===== config.mk =====
export PLATFORM = sky130hd
export DESIGN_NAME = alu_seq
export DESIGN_NICKNAME = d
export VERILOG_FILES = /design/src/rtl/alu_seq.sv
export SDC_FILE = /design/constraint.sdc
export NUM_CORES = 1
export LEC_CHECK = 0
export BUFFER_PORTS_ARGS = -buffer_cell sky130_fd_sc_hd__buf_2
export CAP_MARGIN = 25
export CELL_PAD_IN_SITES_DETAIL_PLACEMENT = 1
export CELL_PAD_IN_SITES_GLOBAL_PLACEMENT = 1
export CORE_MARGIN = 5
export CORE_UTILIZATION = 32
export DETAILED_ROUTE_END_ITERATION = 8
export PLACE_DENSITY = 0.85
export SYNTH_ARGS = -nofsm -noshare
export SYNTH_HDL_FRONTEND = slang
export SYNTH_SLANG_ARGS = --single-unit

===== constraint.sdc =====
create_clock -name clk -period 1.7 [get_ports clk]
set_input_delay 0.34 -clock clk [delete_from_list [all_inputs] [get_ports clk]]
set_output_delay 0.34 -clock clk [all_outputs]
set_load 0.01 [all_outputs]

===== src/rtl/alu_seq.sv =====
// alu_seq: issue/writeback sequencer sitting between decode/register-read and
// the ALU. One instruction in flight at a time.
//
// Flow: IDLE latches an instruction on start, ISSUE pulses alu_en, then either
// CAPT (ordinary op, ALU result registered one cycle later) or WAIT (serial
// shift, alu_en held until alu_sl_ok or timeout), then WB offers the captured
// result over a valid/ready handshake.
//
// Ports:
//   clk, reset          rising-edge clock, synchronous active-high reset
//   start               issue request, sampled only in IDLE
//   decinst             decoded instruction: [6:0] opcode, [9:7] funct3, [11:10] funct7 flags
//   rs1_data, rs2_data  register operands
//   imm                 sign-extended immediate
//   rd_addr             destination register
//   alu_result/alu_cmp/alu_carry/alu_sl_ok  ALU return path
//   wb_ready            writeback stage accepts the result
//   busy                high outside IDLE
//   alu_en              ALU enable (ISSUE and WAIT)
//   alu_decinst/alu_op1/alu_rs2/alu_inm  latched instruction and operands to the ALU
//   wb_valid/wb_data/wb_rd/wb_we/wb_cmp/wb_carry  writeback offer
//   err                 sticky shift-timeout flag, cleared only by reset
module alu_seq #(
  parameter int unsigned SHIFT_TIMEOUT = 40
) (
  input  logic        clk,
  input  logic        reset,
  input  logic        start,
  input  logic [11:0] decinst,
  input  logic [31:0] rs1_data,
  input  logic [31:0] rs2_data,
  input  logic [31:0] imm,
  input  logic [4:0]  rd_addr,
  input  logic [31:0] alu_result,
  input  logic        alu_cmp,
  input  logic        alu_carry,
  input  logic        alu_sl_ok,
  input  logic        wb_ready,
  output logic        busy,
  output logic        alu_en,
  output logic [11:0] alu_decinst,
  output logic [31:0] alu_op1,
  output logic [31:0] alu_rs2,
  output logic [31:0] alu_inm,
  output logic        wb_valid,
  output logic [31:0] wb_data,
  output logic [4:0]  wb_rd,
  output logic        wb_we,
  output logic        wb_cmp,
  output logic        wb_carry,
  output logic        err
);

  localparam int unsigned CNT_W = $clog2(SHIFT_TIMEOUT + 1);

  localparam logic [6:0] OPC_OP     = 7'b0110011;
  localparam logic [6:0] OPC_OP_IMM = 7'b0010011;
  localparam logic [6:0] OPC_BRANCH = 7'b1100011;

  // CAPT covers the one-cycle registered ALU latency on the non-shift path.
  typedef enum logic [2:0] {
    S_IDLE,
    S_ISSUE,
    S_CAPT,
    S_WAIT,
    S_WB
  } state_t;

  state_t            state;
  state_t            state_nx;
  logic [CNT_W-1:0]  cnt;
  logic              is_shift;
  logic              timeout;

  always_comb begin
    is_shift = ((alu_decinst[6:0] == OPC_OP) || (alu_decinst[6:0] == OPC_OP_IMM)) &&
               ((alu_decinst[9:7] == 3'b001) || (alu_decinst[9:7] == 3'b101));
    // Asserted during the SHIFT_TIMEOUT-th WAIT cycle.
    timeout  = (cnt == CNT_W'(SHIFT_TIMEOUT - 1));
  end

  // State register
  always_ff @(posedge clk) begin
    if (reset) state <= S_IDLE;
    else       state <= state_nx;
  end

  // Next-state logic
  always_comb begin
    state_nx = state;
    unique case (state)
      S_IDLE:  if (start) state_nx = S_ISSUE;
      S_ISSUE: state_nx = is_shift ? S_WAIT : S_CAPT;
      S_CAPT:  state_nx = S_WB;
      S_WAIT:  if (alu_sl_ok || timeout) state_nx = S_WB;
      S_WB:    if (wb_ready) state_nx = S_IDLE;
      default: state_nx = S_IDLE;
    endcase
  end

  // Outputs decoded from state
  always_comb begin
    busy     = (state != S_IDLE);
    alu_en   = (state == S_ISSUE) || (state == S_WAIT);
    wb_valid = (state == S_WB);
    wb_we    = (state == S_WB) && (wb_rd != 5'd0) && (alu_decinst[6:0] != OPC_BRANCH);
  end

  // Datapath registers
  always_ff @(posedge clk) begin
    if (reset) begin
      alu_decinst <= '0;
      alu_op1     <= '0;
      alu_rs2     <= '0;
      alu_inm     <= '0;
      wb_rd       <= '0;
      wb_data     <= '0;
      wb_cmp      <= 1'b0;
      wb_carry    <= 1'b0;
      err         <= 1'b0;
      cnt         <= '0;
    end else begin
      unique case (state)
        S_IDLE: begin
          if (start) begin
            alu_decinst <= decinst;
            alu_op1     <= rs1_data;
            alu_rs2     <= rs2_data;
            alu_inm     <= imm;
            wb_rd       <= rd_addr;
          end
        end
        S_ISSUE: cnt <= '0;
        S_CAPT: begin
          wb_data  <= alu_result;
          wb_cmp   <= alu_cmp;
          wb_carry <= alu_carry;
        end
        S_WAIT: begin
          cnt <= cnt + 1'b1;
          // sl_ok takes precedence over a coincident timeout.
          if (alu_sl_ok) begin
            wb_data  <= alu_result;
            wb_carry <= alu_carry;
          end else if (timeout) begin
            err     <= 1'b1;
            wb_data <= '0;
          end
        end
        default: ;
      endcase
    end
  end

endmodule


=== Word level (Yosys, flattened, before mapping) ===
Index checks and enable logic that the tools add are counted.

* Flip-flop bits (word level): 157
* Input bits: 152
* Output and inout port bits: 152
* Logic and storage cells: 56

* Add/sub/neg operators: 1
* Equality and inequality tests: 15
* Mux-type cells: 11
* Bitwise gates (word level): 1
* Reductions and logical operators: 17

{| class="wikitable"
|+ Operators by type and width
! operator !! number
|-
| 32-bit two-way mux || 2
|-
| 32-bit case mux with 2 select lines || 1
|-
| 3-bit case mux with 5 select lines || 1
|-
| 6-bit case mux with 2 select lines || 1
|-
| 3-bit two-way mux || 3
|-
| 2-bit inequality test (second input constant) || 4
|-
| 7-bit by 5-bit == test with 1-bit output (second input constant) || 1
|-
| 7-bit by 6-bit == test with 1-bit output (second input constant) || 1
|-
| 7-bit inequality test (second input constant) || 1
|-
| 6-bit by 1-bit adder with 6-bit output (second input constant) || 1
|-
| 3-bit by 1-bit == test with 1-bit output (second input constant) || 2
|-
| 3-bit by 2-bit == test with 1-bit output (second input constant) || 2
|-
| 3-bit == test (second input constant) || 2
|-
| 6-bit == test (second input constant) || 1
|-
| 2-bit AND reduction || 3
|-
| 3-bit AND reduction || 2
|-
| 5-bit nonzero test || 1
|-
| 1-bit logical OR || 4
|-
| 2-bit nonzero test || 2
|-
| 1-bit logical AND || 3
|-
| 3-bit logical NOT || 1
|-
| 3-bit inequality test (second input constant) || 1
|-
| 3-bit nonzero test || 1
|-
| 1-bit two-way mux || 2
|-
| 2 further kinds || 2
|}

=== Depth between registers and ports, before layout ===
Gate-level depths: netlist of the first run.

* Word-level depth: 5
* Depth in mapped cells: 8
* Mapped depth without buffers: 5

=== Least setup slack after synthesis of the first run ===
Ideal clock, no wire load.

* Path kind: register to output
* From: register alu_decinst[0]
* To: output wb_we
* Arrival time: 1.128 ns
* Data required time: 1.360 ns
* Slack: 0.232 ns
* Stages on the path, launching flop included: 4
* Buffers on the path: 0
* Cells stage by stage: dfxtp_1 > or4bb_1 > nor3_1 > nor3_1

* Longest elaborated chain between the ends: 2

{| class="wikitable"
|+ Ends and longest elaborated chain
! what !! line !! RTL
|-
| from (decl) || 41 || <nowiki>output logic [11:0] alu_decinst,</nowiki>
|-
| from (signal assigned) || 126 || <nowiki>alu_decinst <= decinst;</nowiki>
|-
| 7-bit inequality test || 106 || <nowiki>wb_we = (state == S_WB) && (wb_rd != 5'd0) && (alu_decinst[6:0] != OPC_BRANCH);</nowiki>
|-
| 1-bit logical AND || 106 ||
|-
| to (decl) || 48 || <nowiki>output logic wb_we,</nowiki>
|}

Every way passes these cells.

=== Final worst setup path of the first run ===
* From: register alu_decinst[1]
* To: output wb_we

Same word-level chain as after synthesis.

==> run summary, run 1 <==
The total negative setup slack is -0.271 ns. In this run the worst path has a maximum fanout of 2. After synthesis, the share of flip-flops with an asynchronous set or reset is 0. The final critical path time including I/O delays and setup is 1.97 ns. TritonCTS built the clock tree. In this run the tightest slew margin relative to its limit is 0.764. The static leakage came out at 3.87 nW. The proportion of synthesized chip area in sequential cells came out at 0.532. The final reports fail on setup timing.

The number of standard-cell rows in the floorplan is 49. Sorting the synthesized cells by area gives the leading types as sky130_fd_sc_hd__dfxtp_1, sky130_fd_sc_hd__nand2_1, sky130_fd_sc_hd__a21oi_1. The tightest min-delay check is of the input pin to flop type. At the end of routability-driven placement, the weighted congestion stood at 0.764. STA classifies the critical path endpoint as a primary output. By startpoint and endpoint, the worst setup path is classified as flop to primary output. Setup repair after global routing could not meet its margin everywhere. The maximum count of clock buffers along a single path is 2.

The via count of the first global-routing pass was 6098. The number of buffers added by the clock tree synthesis step is 17. The actual transition at the worst max-transition pin is 0.354 ns.

The arrival time at the worst endpoint is 1.63 ns. Synthesis produced a netlist with a net count of 845. The ratio of final minimum period to clock period is 1.16.

The initial antenna violation count came out at 2. Entering global routing, the biggest net connects 69 pins. After legalization and detailed placement, the total HPWL measured 14.9 mm. After detailed routing, the total wire length is 20.5 mm.

The unique cell type count in the Yosys netlist is 36. The vertical extent of the die came out at 146 um. Setup violations remaining at the end of the flow were counted as 1. The fraction of final layout cells sized beyond drive strength 1 came out at 0.396. The total count of max-transition violations in the final report came out at 0. sky130_fd_sc_hd__nand2_1 is the most common cell in the netlist. The final global-route overflow total came out at 0. In this run the power density over the cells is 1200 nW/um2. The total power came out at 10.0 mW.

The average via count per standard cell is 4.86. The area enclosed by the die boundary is 21300 um2. Input and output buffers added on the ports amount to 303. The fmax came out at 507 MHz.

The overall die width came out at 146 um. The synthesized netlist cell count is 692. The flow ran to the end, but the final reports show violations. The final layout net count came out at 1131.

The wire length of the first global-routing pass is 32.4 mm. The buffer type at the clock tree root is sky130_fd_sc_hd__clkbuf_16. Ranked by instance count, the synthesized netlist is headed by sky130_fd_sc_hd__nand2_1, sky130_fd_sc_hd__dfxtp_1, sky130_fd_sc_hd__a21oi_1, sky130_fd_sc_hd__nor4b_1. The final clock skew is 0.00722 ns. The largest voltage drop on the vdd net came out at 0.641 mV. The total vias in the final route is 5933. The standard cell core area is 18100 um2. Fill cells in the final layout number 2233.

The initial standard-cell utilization of the core came out at 0.327. The wire length per cell after detailed routing came out at 16.8 um. The number of antenna-violating nets in the routed design is 0. For the worst-skew pair, the clock arrives at the later sink with an insertion delay of 0.42 ns. The detailed route wirelength on metal3 came out at 1.92 mm. The total DRC errors in the routed layout is 0. The synthesized area divided by synthesized cell count came out at 8.53 um2.

The highest metal layer carrying signal wires in the routed design is met5. The sum of routed wire segments on met1 came out at 8.04 mm. After synthesis the netlist holds a flip-flop and latch count of 157.

The total of warnings raised by yosys is 0. The total routing usage reported by global routing came out at 0.186. The number of sinks handled by clock tree synthesis came out at 157. The worst path required time came out at 1.36 ns. Of the post-synthesis cell area, the dominant cell type holds 0.532. The detailed-routing iteration count for the pre-antenna-repair pass is 4. The I/O pin count came out at 304.

The prevailing post-synth register cell is sky130_fd_sc_hd__dfxtp_1. The max-capacitance violation count came out at 0. The most area-hungry cell type in the Yosys netlist is sky130_fd_sc_hd__dfxtp_1.

Across all setup checks in the final design, the least slack found is -0.271 ns. The post-synthesis instance area came out at 5910 um2. The deepest level of the CTS H-tree is 4.

The area growth from synthesis to layout came out at 41.3%. The total of hold buffers inserted after clock tree synthesis came out at 0. Yosys mapped a number of flops with a built-in enable equal to 0. The register clock-pin slew on the reported worst setup and hold paths is 0.07 ns. The number of hold-slack violations in the final timing report was 0. STA classifies the critical path startpoint as a flop. The initial DRC count is 205. The routed length on met2 is 10.2 mm.
==> path summary, 6_finish.rpt <==
kind | start | endpoint | slack (ns) | cells past startpoint
hold / removal | imm[11] | alu_inm[11] | 0.16 | 3
setup reg to reg | cnt[0] | wb_data[22] | 0.14 | 5
hold reg to reg | alu_rs2[19] | alu_rs2[19] | 0.45 | 2
setup / recovery | alu_decinst[1] | wb_we | -0.27 | 4
==> cells by family (layout without fill, tap and decap cells) <==
family | count (synthesis) | after routing | synth area share
mux | 1 | 1 | 0.00169
compound gates | 166 | 166 | 0.165
fa+ha+maj | 1 | 1 | 0.00212
other cells | 0 | 1 | 0
buf+inv | 66 | 364 | 0.0631
flops | 157 | 157 | 0.532
simple gates | 301 | 301 | 0.236
==> state kept, by name, summed over array words and instances (netlist names) <==
signal / count
alu_decinst: 12
alu_inm: 32
alu_op1: 32
alu_rs2: 32
cnt: 6
err: 1
state: 3
wb_carry: 1
wb_cmp: 1
wb_data: 32
wb_rd: 5
==> layout by cell type, fill, tap and decap left out, types with 2 or more instances in the layout <==
cell type / Yosys / final
sky130_fd_sc_hd__a21o_1: 2 / 2
sky130_fd_sc_hd__a21oi_1: 124 / 124
sky130_fd_sc_hd__a31o_1: 22 / 22
sky130_fd_sc_hd__a31o_2: 10 / 10
sky130_fd_sc_hd__buf_12: 0 / 10
sky130_fd_sc_hd__buf_2: 18 / 301
sky130_fd_sc_hd__buf_4: 5 / 16
sky130_fd_sc_hd__bufinv_16: 0 / 4
sky130_fd_sc_hd__clkbuf_16: 0 / 17
sky130_fd_sc_hd__clkinv_2: 0 / 3
sky130_fd_sc_hd__clkinv_4: 0 / 3
sky130_fd_sc_hd__dfxtp_1: 157 / 153
sky130_fd_sc_hd__dfxtp_2: 0 / 4
sky130_fd_sc_hd__inv_1: 6 / 5
sky130_fd_sc_hd__inv_6: 0 / 3
sky130_fd_sc_hd__nand2_1: 236 / 234
sky130_fd_sc_hd__nand2b_1: 3 / 2
sky130_fd_sc_hd__nand3_1: 2 / 2
sky130_fd_sc_hd__nand4_1: 2 / 2
sky130_fd_sc_hd__nor2_1: 10 / 8
sky130_fd_sc_hd__nor3_2: 1 / 2
sky130_fd_sc_hd__nor4b_1: 27 / 27
sky130_fd_sc_hd__nor4b_2: 5 / 5
sky130_fd_sc_hd__o21ai_0: 4 / 4
sky130_fd_sc_hd__or2_2: 2 / 2
==> report_power, final <==
group	switching (mW)	total, mW	internal [mW]
clock network	1.55	4.02	2.46
logic	1.09	1.86	0.765
registers	0.175	4.17	3.99
total	2.82	10.0	7.22
==> worst max-delay path, cell delays in order (launching register included) <==
cell                      delay (ns)
sky130_fd_sc_hd__dfxtp_2        0.33
sky130_fd_sc_hd__or4bb_4        0.55
sky130_fd_sc_hd__nor3_4         0.13
sky130_fd_sc_hd__nor3_2         0.07
sky130_fd_sc_hd__buf_2          0.14
==> stage by stage <==
step	std cells	setup WS [ns]	util	area (um2)	hold WS [ns]
floorplan	692	0.232	-	5910	0.449
global placement	1185	0.0941	0.423	7660	0.438
detailed placement	1185	0.0729	0.423	7660	0.443
CTS	1218	-0.272	0.460	8320	0.137
global route	1220	-0.316	0.461	8340	0.140
finish	1220	-0.271	0.461	8340	0.156
==> cell type report <==
type,count,area [um2],area share
antenna,1,2.50,0.000300
clock inverter,13,188,0.0225
tap,229,287,0.0343
sequential,157,3150,0.377
clock buffer,18,429,0.0514
timing repair buffer,327,1830,0.219
inverter,6,22.5,0.00270
multi-input combinational,469,2440,0.293
==> metal layers <==
metal	GRT usage	up-vias
met2	0.327	212
li1	-	2903
met1	0.203	2789
met5	0	-
met4	0.0551	2
met3	0.0816	27
==> repair_timing <==
action / CTS / global route
pin swaps: 3 / 1
endpoints found under the setup margin: 4 / 4
buffers inserted: 2 / 1
resized for setup: 11 / 5
(Power assumes the default switching activity.)
==> inputs of run 2 (changes only) <==
- HOLD_SLACK_MARGIN: unset -> 0.05
- REMOVE_ABC_BUFFERS: unset -> 1
- SKIP_LAST_GASP: unset -> 1
==> run summary, run 2 (same netlist as run 1, synthesis figures left out) <==
The run finished, with violations left. The final reports fail on setup timing. The count of final setup violators came out at 1 (unchanged). The critical path start-end classification is flop to primary output.

The switching share of power came out at 0.299 (+0.0178). The least setup slack across all paths after layout came to -0.268 ns (+0.00231 ns). The library cell used most frequently in the layout, excluding fill and tap cells, is sky130_fd_sc_hd__buf_2. The largest voltage drop on the vdd net was 0.670 mV (+4.6%). The final global-route overflow total came out at 0 (unchanged). The fraction of final layout cells sized beyond drive strength 1 is 0.393 (-0.00281). The insertion delay of the later-clocked pin in the worst-skew pair is 0.43 ns (about the same).

The endpoint kind of the worst setup timing path is a primary output. The total DRC errors in the routed layout is 0 (unchanged). The post-placement worst setup slack is 0.0483 ns (-0.0245 ns). The critical-path maximum fanout came to 2 (unchanged). The detailed-routing iteration count for the pre-antenna-repair pass came out at 4 (unchanged). The post-CTS setup buffer count came out at 0 (-2). The number of sinks handled by clock tree synthesis came out at 157 (unchanged). The delay of the slowest critical-path stage came to 0.53 ns (-0.02 ns).

The actual transition at the worst max-transition pin is 0.383 ns (+0.0284 ns). The slowest stage of the critical path belongs to the cell sky130_fd_sc_hd__or4bb_1. The vertical extent of the die is 146 um (unchanged). The initial standard-cell utilization of the core is 0.327 (unchanged). The half-perimeter wire length of the detailed placement result came out at 15.3 mm (+2.7%).

From synthesis to final layout, the design area changed by 40.4%. The net switching power was 2.90 mW (+2.7%). The overall die width is 146 um (unchanged). The final critical path time including I/O delays and setup came to 1.97 ns (-0.00231 ns). The number of hold-slack violations in the final timing report is 0 (unchanged). The cell-internal power was 6.80 mW (-5.8%). The count of input and output buffers is 303 (unchanged). The number of antenna diodes is 0 (-1). The fmax came out at 508 MHz (+0.12%). The share of the core filled with cells in the final layout is 0.458 (-0.00304). The ratio of final minimum period to clock period is 1.16 (-0.00136). The register clock-pin slew on the reported worst setup and hold paths is 0.07 ns (about the same). The final clock skew is 0.0136 ns (+0.00638 ns). The post-route worst hold slack is 0.145 ns (-0.0104 ns).

The wire length per cell after detailed routing came out at 16.8 um (+0.19%). The worst path required time came out at 1.36 ns (about the same). Leaving out fill and tap cells, the most frequent cells in the layout are sky130_fd_sc_hd__buf_2, sky130_fd_sc_hd__nand2_1, sky130_fd_sc_hd__dfxtp_1. The total of hold buffers inserted after clock tree synthesis was 0 (unchanged). The initial DRC count came out at 154 (-25%). The static leakage is 3.83 nW (-0.95%). The deepest level of the CTS H-tree came to 4 (unchanged). The worst max-slew margin expressed relative to the limit came to 0.741 (-0.0225). Setup repair after global routing could not meet its margin everywhere. The clock share of power is 0.380 (-0.020). The number of antenna-violating nets in the routed design came out at 0 (unchanged). The standard cell core area is 18100 um2 (unchanged).

The pin count of the biggest net entering global routing is 58 (-16%). The power density over cell area came out at 1170 nW/um2 (-2.8%). The area enclosed by the die boundary is 21300 um2 (unchanged). The total routing usage reported by global routing is 0.188 (+0.00211). The I/O pin count is 304 (unchanged). The initial antenna violation count is 1 (-1).

The max-capacitance violation count is 0 (unchanged). The average via count per standard cell is 4.90 (+0.81%). The number of buffers added by the clock tree synthesis step came out at 17 (unchanged).

The total count of max-transition violations in the final report came out at 0 (unchanged). The share of power burned in combinational logic was 0.191 (+0.006). The min-delay analysis places its worst path in the category input pin to flop.

The post-detailed-routing wire length is 20.6 mm (+0.27%). Walking the worst path, the cells encountered are or4bb_1 -> nor3_2 -> nor3_1 -> buf_2. The final layout net count is 1132 (+0.088%).

The wire length of the first global-routing pass came to 32.7 mm (+0.89%). TritonCTS built the clock tree. The number of standard-cell rows in the floorplan is 49 (unchanged). The count of buffering cells on the critical path with inverters included came to 1 (unchanged). The maximum count of clock buffers along a single path came out at 2 (unchanged).

The global placer's final weighted congestion is 0.773 (+1.2%). The part of the total power dissipated in sequential elements came out at 0.429 (+0.014). CTS placed an instance of sky130_fd_sc_hd__clkbuf_16 at the clock tree root. In this design, the largest share of critical-path delay is due to simple AND/OR/NAND/NOR gates. The total vias in the final route came out at 5986 (+0.89%). The element type at the critical path start is a flop. The via count of the first global-routing pass is 6222 (+2.0%). The arrival time at the worst endpoint came out at 1.63 ns (about the same).
[run 2: path summary, 6_finish.rpt]
path,startpoint,endpoint,slack (ns),cells past startpoint
worst min-delay path,rs1_data[28],alu_op1[28],0.15,3
worst min register to register,alu_rs2[11],alu_rs2[11],0.45,2
worst max register to register,cnt[0],wb_data[2],0.10,5
worst max-delay path,alu_decinst[2],wb_we,-0.27,4
[run 2: power by group through the flow]
stage / registers [mW] / clock network (mW) / logic (mW)
finish: 4.17 / 3.68 / 1.85
floorplan: 4.38 / 0 / 0.711
global placement: 4.23 / 0 / 1.83
detailed placement: 4.24 / 0 / 1.88
CTS: 4.17 / 3.79 / 1.89
global route: 4.21 / 3.96 / 2.06
[run 2: worst reg2reg max path: cells and delay by family (launching register included)]
kind / cells / cell delay (ns)
fa+ha+maj: 1 / 0.25
simple gates: 1 / 0.15
compound gates: 2 / 0.51
flops: 1 / 0.41
buf+inv: 1 / 0.18
[run 2: per-layer routing]
| layer | track usage | up-vias | wire length [um] |
|---|---|---|---|
| li1 | - | 2906 | - |
| met2 | 0.320 | 234 | 10000 |
| met1 | 0.205 | 2817 | 7980 |
| met5 | 0 | - | 13 |
| met4 | 0.0546 | 2 | 306 |
| met3 | 0.0984 | 27 | 2240 |
[run 2: cell type report]
type                       count  area (um2)
inverter                       6        22.5
tap                          229         287
fill                        2272        9800
sequential                   157        3150
clock buffer                  18         429
multi-input combinational    469        2420
timing repair buffer         328        1840
clock inverter                14         136
[run 2: through the flow]
stage	TNS, ns	std cells	cell area, um2	total power [mW]
after detailed placement	0	1189	7700	6.12
after global placement	0	1189	7700	6.05
after global routing	-0.416	1221	8290	10.2
after CTS	-0.312	1221	8280	9.85
final	-0.268	1221	8290	9.70
after floorplan	-170.39	632	5560	5.09
[run 2: repair_timing]
item,4_1_cts,5_1_grt
resized for setup,7,3
endpoints found under the hold margin,0,0
pin swaps,3,0
endpoints found under the setup margin,4,4
